===== src/rtl/decodificador_secuencial_if.sv =====
`default_nettype none
// ============================================================================
// Module   : decodificador_secuencial_if
// Brief    : Load/mode/output bundle for the sequential one-hot decoder.
// Revision : 1.0 - initial release
// ============================================================================
interface decodificador_secuencial_if #(
    parameter int ANCHO      = 2,
    parameter int PERM_ANCHO = 8
);
    localparam int SALIDAS = 1 << ANCHO;

    logic                  Enable;
    logic [1:0]            Modo;
    logic [ANCHO-1:0]      Entrada;
    logic                  Valido;
    logic                  Listo;
    logic [PERM_ANCHO-1:0] Permanencia;
    logic [SALIDAS-1:0]    Salida;
    logic [ANCHO-1:0]      Indice;
    logic                  Activo;

    modport master (
        output Enable, Modo, Entrada, Valido, Permanencia,
        input  Listo, Salida, Indice, Activo
    );

    modport slave (
        input  Enable, Modo, Entrada, Valido, Permanencia,
        output Listo, Salida, Indice, Activo
    );
endinterface
`default_nettype wire


===== src/rtl/decodificador_secuencial.sv =====
`default_nettype none
// ============================================================================
// Module   : decodificador_secuencial
// Brief    : Registered N-to-2^N one-hot decoder with hold, pulse and scan modes.
// Revision : 1.0 - initial release
// ============================================================================
module decodificador_secuencial #(
    parameter int ANCHO      = 2,
    parameter int PERM_ANCHO = 8
) (
    input  wire                          Reloj,
    input  wire                          Reset_n,
    decodificador_secuencial_if.slave    bus
);
    localparam int SALIDAS = 1 << ANCHO;

    localparam logic [1:0] REPOSO   = 2'd0;
    localparam logic [1:0] SOSTENER = 2'd1;
    localparam logic [1:0] PULSO    = 2'd2;
    localparam logic [1:0] BARRIDO  = 2'd3;

    localparam logic [ANCHO-1:0]      INDICE_MAX = {ANCHO{1'b1}};
    localparam logic [PERM_ANCHO-1:0] CONT_UNO   = {{(PERM_ANCHO-1){1'b0}}, 1'b1};
    localparam logic [SALIDAS-1:0]    UNO_CALIENTE_BASE = {{(SALIDAS-1){1'b0}}, 1'b1};

    logic [1:0]            estado;
    logic [1:0]            estado_sig;
    logic [ANCHO-1:0]      indice;
    logic [ANCHO-1:0]      indice_sig;
    logic [PERM_ANCHO-1:0] contador;
    logic [PERM_ANCHO-1:0] contador_sig;
    logic [SALIDAS-1:0]    salida;
    logic [SALIDAS-1:0]    salida_sig;
    logic                  activo;

    logic [PERM_ANCHO-1:0] perm_efectiva;
    logic                  cargable;
    logic                  listo;
    logic                  aceptar;
    logic                  ultimo_ciclo;

    // A zero dwell is clamped to one so the counter can never underflow.
    assign perm_efectiva = (bus.Permanencia == '0) ? CONT_UNO : bus.Permanencia;

    assign cargable     = (estado == REPOSO) || (estado == SOSTENER);
    assign listo        = Reset_n && bus.Enable && cargable;
    assign aceptar      = bus.Valido && listo;
    assign ultimo_ciclo = (contador <= CONT_UNO);

    always_comb begin
        estado_sig   = estado;
        indice_sig   = indice;
        contador_sig = contador;

        if (!bus.Enable) begin
            estado_sig   = REPOSO;
            contador_sig = '0;
        end else begin
            case (estado)
                REPOSO, SOSTENER: begin
                    // Scan request wins over a load and needs no Valido.
                    if (bus.Modo[1]) begin
                        estado_sig   = BARRIDO;
                        indice_sig   = bus.Modo[0] ? INDICE_MAX : '0;
                        contador_sig = perm_efectiva;
                    end else if (aceptar) begin
                        indice_sig = bus.Entrada;
                        if (bus.Modo[0]) begin
                            estado_sig   = PULSO;
                            contador_sig = perm_efectiva;
                        end else begin
                            estado_sig   = SOSTENER;
                            contador_sig = '0;
                        end
                    end
                end

                PULSO: begin
                    if (ultimo_ciclo) begin
                        estado_sig   = REPOSO;
                        contador_sig = '0;
                    end else begin
                        contador_sig = contador - CONT_UNO;
                    end
                end

                BARRIDO: begin
                    if (!bus.Modo[1]) begin
                        estado_sig   = REPOSO;
                        contador_sig = '0;
                    end else if (ultimo_ciclo) begin
                        // Direction is read at the step, so 10<->11 reverses without reload of Indice.
                        indice_sig   = bus.Modo[0] ? (indice - 1'b1) : (indice + 1'b1);
                        contador_sig = perm_efectiva;
                    end else begin
                        contador_sig = contador - CONT_UNO;
                    end
                end

                default: begin
                    estado_sig   = REPOSO;
                    contador_sig = '0;
                end
            endcase
        end
    end

    // Output is decoded from the next-state values so Salida sits directly on a flop.
    always_comb begin
        salida_sig = '0;
        if (estado_sig != REPOSO) begin
            salida_sig = UNO_CALIENTE_BASE << indice_sig;
        end
    end

    always_ff @(posedge Reloj) begin
        if (!Reset_n) begin
            estado   <= REPOSO;
            indice   <= '0;
            contador <= '0;
            salida   <= '0;
            activo   <= 1'b0;
        end else begin
            estado   <= estado_sig;
            indice   <= indice_sig;
            contador <= contador_sig;
            salida   <= salida_sig;
            activo   <= (estado_sig != REPOSO);
        end
    end

    assign bus.Listo  = listo;
    assign bus.Salida = salida;
    assign bus.Indice = indice;
    assign bus.Activo = activo;

endmodule
`default_nettype wire


===== src/flat_wrapper.sv =====
// flat-port wrapper written by rule: the top's interface ports become plain ports
module decodificador_secuencial_flat 
#(
    parameter int ANCHO      = 2,
    parameter int PERM_ANCHO = 8
)
  (Reloj, Reset_n, bus_Enable, bus_Modo, bus_Entrada, bus_Valido, bus_Permanencia, bus_Listo, bus_Salida, bus_Indice, bus_Activo);
  decodificador_secuencial_if #(.ANCHO(ANCHO), .PERM_ANCHO(PERM_ANCHO)) bus_i ();
  input  wire Reloj;
  input  wire Reset_n;
  input wire logic [$bits(bus_i.Enable)-1:0] bus_Enable;
  input wire logic [$bits(bus_i.Modo)-1:0] bus_Modo;
  input wire logic [$bits(bus_i.Entrada)-1:0] bus_Entrada;
  input wire logic [$bits(bus_i.Valido)-1:0] bus_Valido;
  input wire logic [$bits(bus_i.Permanencia)-1:0] bus_Permanencia;
  output wire logic [$bits(bus_i.Listo)-1:0] bus_Listo;
  output wire logic [$bits(bus_i.Salida)-1:0] bus_Salida;
  output wire logic [$bits(bus_i.Indice)-1:0] bus_Indice;
  output wire logic [$bits(bus_i.Activo)-1:0] bus_Activo;
  assign bus_i.Enable = bus_Enable;
  assign bus_i.Modo = bus_Modo;
  assign bus_i.Entrada = bus_Entrada;
  assign bus_i.Valido = bus_Valido;
  assign bus_i.Permanencia = bus_Permanencia;
  assign bus_Listo = bus_i.Listo;
  assign bus_Salida = bus_i.Salida;
  assign bus_Indice = bus_i.Indice;
  assign bus_Activo = bus_i.Activo;
  decodificador_secuencial #(.ANCHO(ANCHO), .PERM_ANCHO(PERM_ANCHO)) u_core (.Reloj(Reloj), .Reset_n(Reset_n), .bus(bus_i));
endmodule

===== config.mk =====
export PLATFORM = sky130hd
export DESIGN_NAME = decodificador_secuencial_flat
export DESIGN_NICKNAME = d
export VERILOG_FILES = /design/src/rtl/decodificador_secuencial_if.sv /design/src/rtl/decodificador_secuencial.sv /design/src/flat_wrapper.sv
export SDC_FILE = /design/constraint.sdc
export NUM_CORES = 1
export LEC_CHECK = 0
export ABC_AREA = 1
export CAP_MARGIN = 20
export CORE_MARGIN = 3
export CORE_UTILIZATION = 60
export CTS_CLUSTER_SIZE = 30
export DETAILED_ROUTE_END_ITERATION = 16
export DONT_BUFFER_PORTS = 1
export GPL_TIMING_DRIVEN = 0
export PLACE_DENSITY = 0.81
export SLEW_MARGIN = 20
export SYNTH_ARGS = -nofsm -noshare
export SYNTH_HDL_FRONTEND = slang
export SYNTH_SLANG_ARGS = --single-unit

===== constraint.sdc =====
create_clock -name Reloj -period 2.4 [get_ports Reloj]
set_clock_uncertainty 0.15 [all_clocks]
set_input_delay 0.12 -clock Reloj [delete_from_list [all_inputs] [get_ports Reloj]]
set_output_delay 0.12 -clock Reloj [all_outputs]
set_load 0.01 [all_outputs]

After elaboration in Yosys (flattened, before gate mapping)
Cells that the tools add are included.
{"block": "word_totals", "reg_bits": 17, "latchBits": 0, "ram_bits": 0, "mem_bits_ro": 0, "elab_cells": 47, "n_memories": 0}
{"block": "op_classes", "addsub": 3, "mul": 0, "n_div": 0, "magnitude_cmp": 1, "n_eq_ne": 4, "shifts": 1, "n_mux": 23, "bitwise_logic": 0, "n_reduce_logical": 10}
{"operator": "2-to-1 mux 8 bit", "n": 7}
{"operator": "2-to-1 mux 2 bit", "n": 13}
{"operator": "one-hot mux 8 bit (3 select lines)", "n": 1}
{"operator": "<= comparator 8 x 1 -> 1 bit, second input constant", "n": 1}
{"operator": "zero test 8 bit", "n": 1}
{"operator": "subtractor 8 x 1 -> 8 bit, second input constant", "n": 1}
{"operator": "one-hot mux 2 bit (3 select lines)", "n": 1}
{"operator": "== test 2 bit, second input constant", "n": 2}
{"operator": "one-hot mux 2 bit (2 select lines)", "n": 1}
{"operator": "AND reduction 2 bit", "n": 2}
{"operator": "left shift 1 x 2 -> 4 bit, first input constant", "n": 1}
{"operator": "logical AND 1 bit", "n": 3}
{"operator": "!= test 3 x 2 -> 1 bit, second input constant", "n": 1}
{"operator": "adder 2 x 1 -> 2 bit, second input constant", "n": 1}
{"operator": "== test 2 x 1 -> 1 bit, second input constant", "n": 1}
{"operator": "zero test 2 bit", "n": 1}
{"operator": "nonzero test 2 bit", "n": 1}
{"operator": "OR reduction 2 bit", "n": 1}
{"operator": "subtractor 2 x 1 -> 2 bit, second input constant", "n": 1}
{"operator": "logical OR 1 bit", "n": 1}

Longest topological paths before layout
{"block": "logic_depth", "depth_word": 10, "depth_mapped": 14, "ltp_nobuf": 14}

Worst setup path after synthesis
No wires, ideal clock.
{"block": "synth_timing", "path_kind": "flip-flop to flip-flop", "startpoint": "reg u_core.contador[0]", "endpoint": "reg u_core.contador[2]", "setup_time_ns": 0.114, "arrival_ns": 1.432, "required_time_ns": 2.136, "path_slack_ns": 0.704, "path_stages_with_launch": 14, "path_buffers": 0, "synth_period_minus_slack_ns": 1.696, "path_cell_list": "dfxtp_1 > inv_1 > ha_1 > inv_2 > nand2_1 > nand2_1 > nor2_4 > inv_2 > nand2_2 > inv_2 > nand3_1 > a21oi_1 > o21bai_1 > inv_1"}
{"block": "synth_between", "elab_chain_len": 4, "elab_cells_between_ends": 6}
{"element": "start, declared", "line_no": "decodificador_secuencial.sv:30", "rtl": "logic [PERM_ANCHO-1:0] contador;"}
{"element": "start signal, assigned", "line_no": "decodificador_secuencial.sv:126", "rtl": "contador <= contador_sig;"}
{"element": "subtractor 8 x 1 -> 8 bit / <= comparator 8 x 1 -> 1 bit (equally long branches)", "line_no": "decodificador_secuencial.sv:83, decodificador_secuencial.sv:96, decodificador_secuencial.sv:48"}
{"element": "2-to-1 mux 8 bit", "line_no": "decodificador_secuencial.sv:91", "rtl": "end else if (ultimo_ciclo) begin"}
{"element": "2-to-1 mux 8 bit", "line_no": "decodificador_secuencial.sv:88", "rtl": "if (!bus.Modo[1]) begin"}
{"element": "one-hot mux 8 bit (3 select lines) (*)", "line_no": "decodificador_secuencial.sv:59", "rtl": "case (estado)"}
Every way passes the cells marked *; elsewhere a longest branch is shown, timed or not.
A chain may end at the register's enable or synchronous reset.

Worst setup path in the final report
{"block": "layout_timing", "startpoint": "reg u_core.contador[0]", "endpoint": "reg u_core.indice[1], in the netlist u_core.bus.Indice[1]"}
{"block": "layout_between", "elab_chain_len": 5}
{"element": "<= comparator 8 x 1 -> 1 bit", "line_no": "decodificador_secuencial.sv:48", "rtl": "assign ultimo_ciclo = (contador <= CONT_UNO);"}
{"element": "2-to-1 mux 2 bit", "line_no": "decodificador_secuencial.sv:91"}
{"element": "2-to-1 mux 2 bit", "line_no": "decodificador_secuencial.sv:88"}
{"element": "one-hot mux 2 bit (2 select lines)", "line_no": "decodificador_secuencial.sv:59"}
{"element": "2-to-1 mux 2 bit", "line_no": "decodificador_secuencial.sv:55", "rtl": "if (!bus.Enable) begin"}
{"element": "end signal, assigned", "line_no": "decodificador_secuencial.sv:125", "rtl": "indice <= indice_sig;"}
{"element": "end, declared", "line_no": "decodificador_secuencial.sv:28", "rtl": "logic [ANCHO-1:0] indice;"}
No other way between the ends.

==> results_dict.tcl <==
set metrics [dict create \
    outcome "complete, no violations" \
    ant_nets 0 \
    finalCritPeriodShare_pct 93.4 \
    required_ps 2500 \
    crit_start "u_core.contador[0]" \
    drt_iter0_drc 44 \
    slew_headroom_pct 82.3 \
    crit_path_end_kind "flip-flop" \
    nNetsFinal 210 \
    power.density_nw_per_um2 519 \
    hold_viol_final 0 \
    drive_above_1_share_pct 16.2 \
    clk_pin_slew_worst_paths_ps 110 \
    fmax_mhz 446 \
    worstRegToRegCells 13 \
    ir_drop_v 0.000489 \
    cap_violations 0 \
    syn_nets 192 \
    synth-seq-area-share_pct 30.9 \
    finalSetupTns_ps 0 \
    min_path_type "input pin to flip-flop" \
    htreeDepth 1 \
    dpl.cell_count 198 \
    die_w_um 48.8 \
    worst-path-stages 13 \
    finalNonFillerCells 215 \
    slowest_stage "dlygate4sd3_1" \
    avgSynthCellArea_um2 6.33 \
    start_util_pct 68.3 \
    synth_area_um2 1100 \
    critical-path-max-stage-delay_ps 550 \
    dieArea_um2 2380 \
    viasPerCell 5.68 \
    rows 14 \
    cp_data_arrival_time_ps 2340 \
    grt_pass1_vias 1135 \
    crit_top_cell "nand2_1" \
    routed_wl_mm 2.87 \
    vias 1222 \
    synthTopCellsByArea "dfxtp_1 31%, nand2_1 16%, inv_1 7.8%, a21oi_1 5.9%, nand3_1 5.9%" \
    die_h_um 48.8 \
    synth_edf_count 0 \
    yosys.area.top_type "dfxtp_1" \
    avgRoutedWirePerCell_um 13.3 \
    drc 0 \
    clockBufferDepth 2 \
    crit_chain "inv_2 -> ha_4 -> inv_2 -> nand2_1 -> nand2_1 -> nor2_4 -> nand3_1 -> nand2_1 -> nand3_1 -> nand2_1 -> nand2_2 -> a21oi_2 -> dlygate4sd3_1" \
    setup_slack_ps 159 \
    synth_top_cell_area_share_pct 30.9 \
    drv_slew 0 \
    ios 24 \
    grt-ovfl-total 0 \
    synthesis.instances 174 \
    antenna_found_initial 0 \
    ys_warn_count 0 \
    p_leak_nw 0.657 \
    crit_family "buffers and inverters" \
    r2r_slack_ps 160 \
    worst_slew_pin_slew_ps 264 \
    dp_worst_setup_slack_ps 432 \
    cts.sinks 17 \
    cts_tree "yes" \
    hpwl_mm 1.91 \
    ys_types 28 \
    r2r-end "u_core.bus.Indice[1]" \
    dr.pass1.iters 4 \
    numPortBuffers 0 \
    synthArstFlopShare_pct 0 \
    yosys_register_bits 17 \
    syn_to_final_growth_pct 18.4 \
    crit_type "flip-flop to flip-flop" \
    ctsRootBufferMaster "clkbuf_4" \
    endpoint "u_core.bus.Indice[1]" \
    path_buf_inv 3 \
    yosys.cell_count.top_type "nand2_1" \
    grt_pass1_wl_mm 4.60 \
    setup_viol 0 \
    cts_inserted_buffers 3 \
    grt_max_degree 11 \
    timing.rr.start "u_core.contador[0]" \
    gp_congestion 0.973 \
    ys.flop_type "dfxtp_1" \
    clock_latency_ps 300 \
    synth_common_cells "48 x nand2_1, 23 x inv_1, 17 x dfxtp_1" \
    min_period_ps 2240 \
    holdWs_ps 2.80 \
    core_area_um2 1610 \
    grt_usage_pct 24.1 \
    startpoint_type "flip-flop" \
    antenna_cells 0 \
    crit_path_max_fanout 6 \
]
## final cells by class
class,instances,area [um2]
multi-input cells,125,656
fillers,124,308
well taps,24,30.0
clock inverters,1,5.00
flip-flops and latches,17,342
clock buffers,3,22.5
repair buffers,13,125
plain buffers,3,15.0
inverters,29,109
## worst register-to-register path: stages (launching register included)
cell	delay, ps
dfxtp_2	350
inv_2	100
ha_4	180
inv_2	50
nand2_1	60
nand2_1	90
nor2_4	180
nand3_1	90
nand2_1	60
nand3_1	60
nand2_1	80
nand2_2	70
a21oi_2	110
dlygate4sd3_1	550
## per-stage QoR
| step | instance area (um2) | total power [mW] | utilization, % |
|---|---|---|---|
| final | 1300 | 0.676 | 80.9 |
| after global routing | 1300 | 0.720 | 80.9 |
| after CTS | 1270 | 0.655 | 78.7 |
| after detailed placement | 1130 | 0.483 | 70.2 |
| after global placement | 1130 | 0.476 | 70.2 |
| after floorplan | 1100 | 0.451 | - |
## where the power goes
group | internal (mW) | total, mW | switching, mW
sequential | 0.298 | 0.315 | 0.0167
combinational | 0.0785 | 0.201 | 0.123
clock | 0.0622 | 0.160 | 0.0975
total | 0.439 | 0.676 | 0.237
## flip-flops by register name (all words and copies together) (netlist names)
register,cells
u_core.bus.Indice,2
u_core.contador,8
u_core.estado,2
u_core.bus.Activo,1
u_core.bus.Salida,4
## routing by layer
metal / GRT usage, % / up-vias / routed length (um)
met1: 27.4 / 535 / 1140
met4: 12.8 / 0 / 62
met5: 0 / - / 0
met3: 4.28 / 14 / 244
met2: 42.5 / 79 / 1420
li1: - / 594 / -
## layout by cell type, fill, tap and decap left out, types with 2 or more instances in the layout
master	synthesis	layout
nand2_1	48	47
inv_2	4	6
o21ai_0	4	4
buf_4	0	2
o21ai_1	8	8
inv_1	23	21
nor3_1	2	2
nand2_2	5	6
nor2_1	10	10
nand3_1	13	13
a21oi_1	13	12
o21bai_1	3	3
nor2_4	3	3
nand4_1	3	3
clkbuf_4	0	3
dfxtp_1	17	16
dlygate4sd3_1	0	11
buf_2	3	3
clkinv_1	2	2
## cells by family (layout without fill, tap and decap cells)
family	Yosys count	after routing	synth area share (%)
AOI/OAI and AO/OA	34	34	18.1
adders and majority gates	2	2	2.27
buffers and inverters	32	49	11.2
DFF	17	17	30.9
and+or+nand+nor	89	89	37.5
## how the worst min path moves through the flow
| stage | cells past startpoint | start | end | slack [ps] |
|---|---|---|---|---|
| floorplan | 2 | Reset_n | u_core.bus.Indice[1] | 100 |
| global placement | 2 | Reset_n | u_core.bus.Indice[1] | 110 |
| detailed placement | 2 | Reset_n | u_core.bus.Indice[1] | 110 |
| CTS | 4 | bus_Permanencia[1] | u_core.contador[1] | 2 |
| global route | 4 | bus_Valido | u_core.estado[1] | 60 |
| finish | 4 | bus_Permanencia[1] | u_core.contador[1] | 3 |
## what timing repair did
action	in CTS	in global routing
hold buffers	11	0
setup endpoints to repair	0	1
resized for setup	0	7
setup buffers	0	2
hold endpoints to repair	15	0
Power figures use the tool's default switching activity.
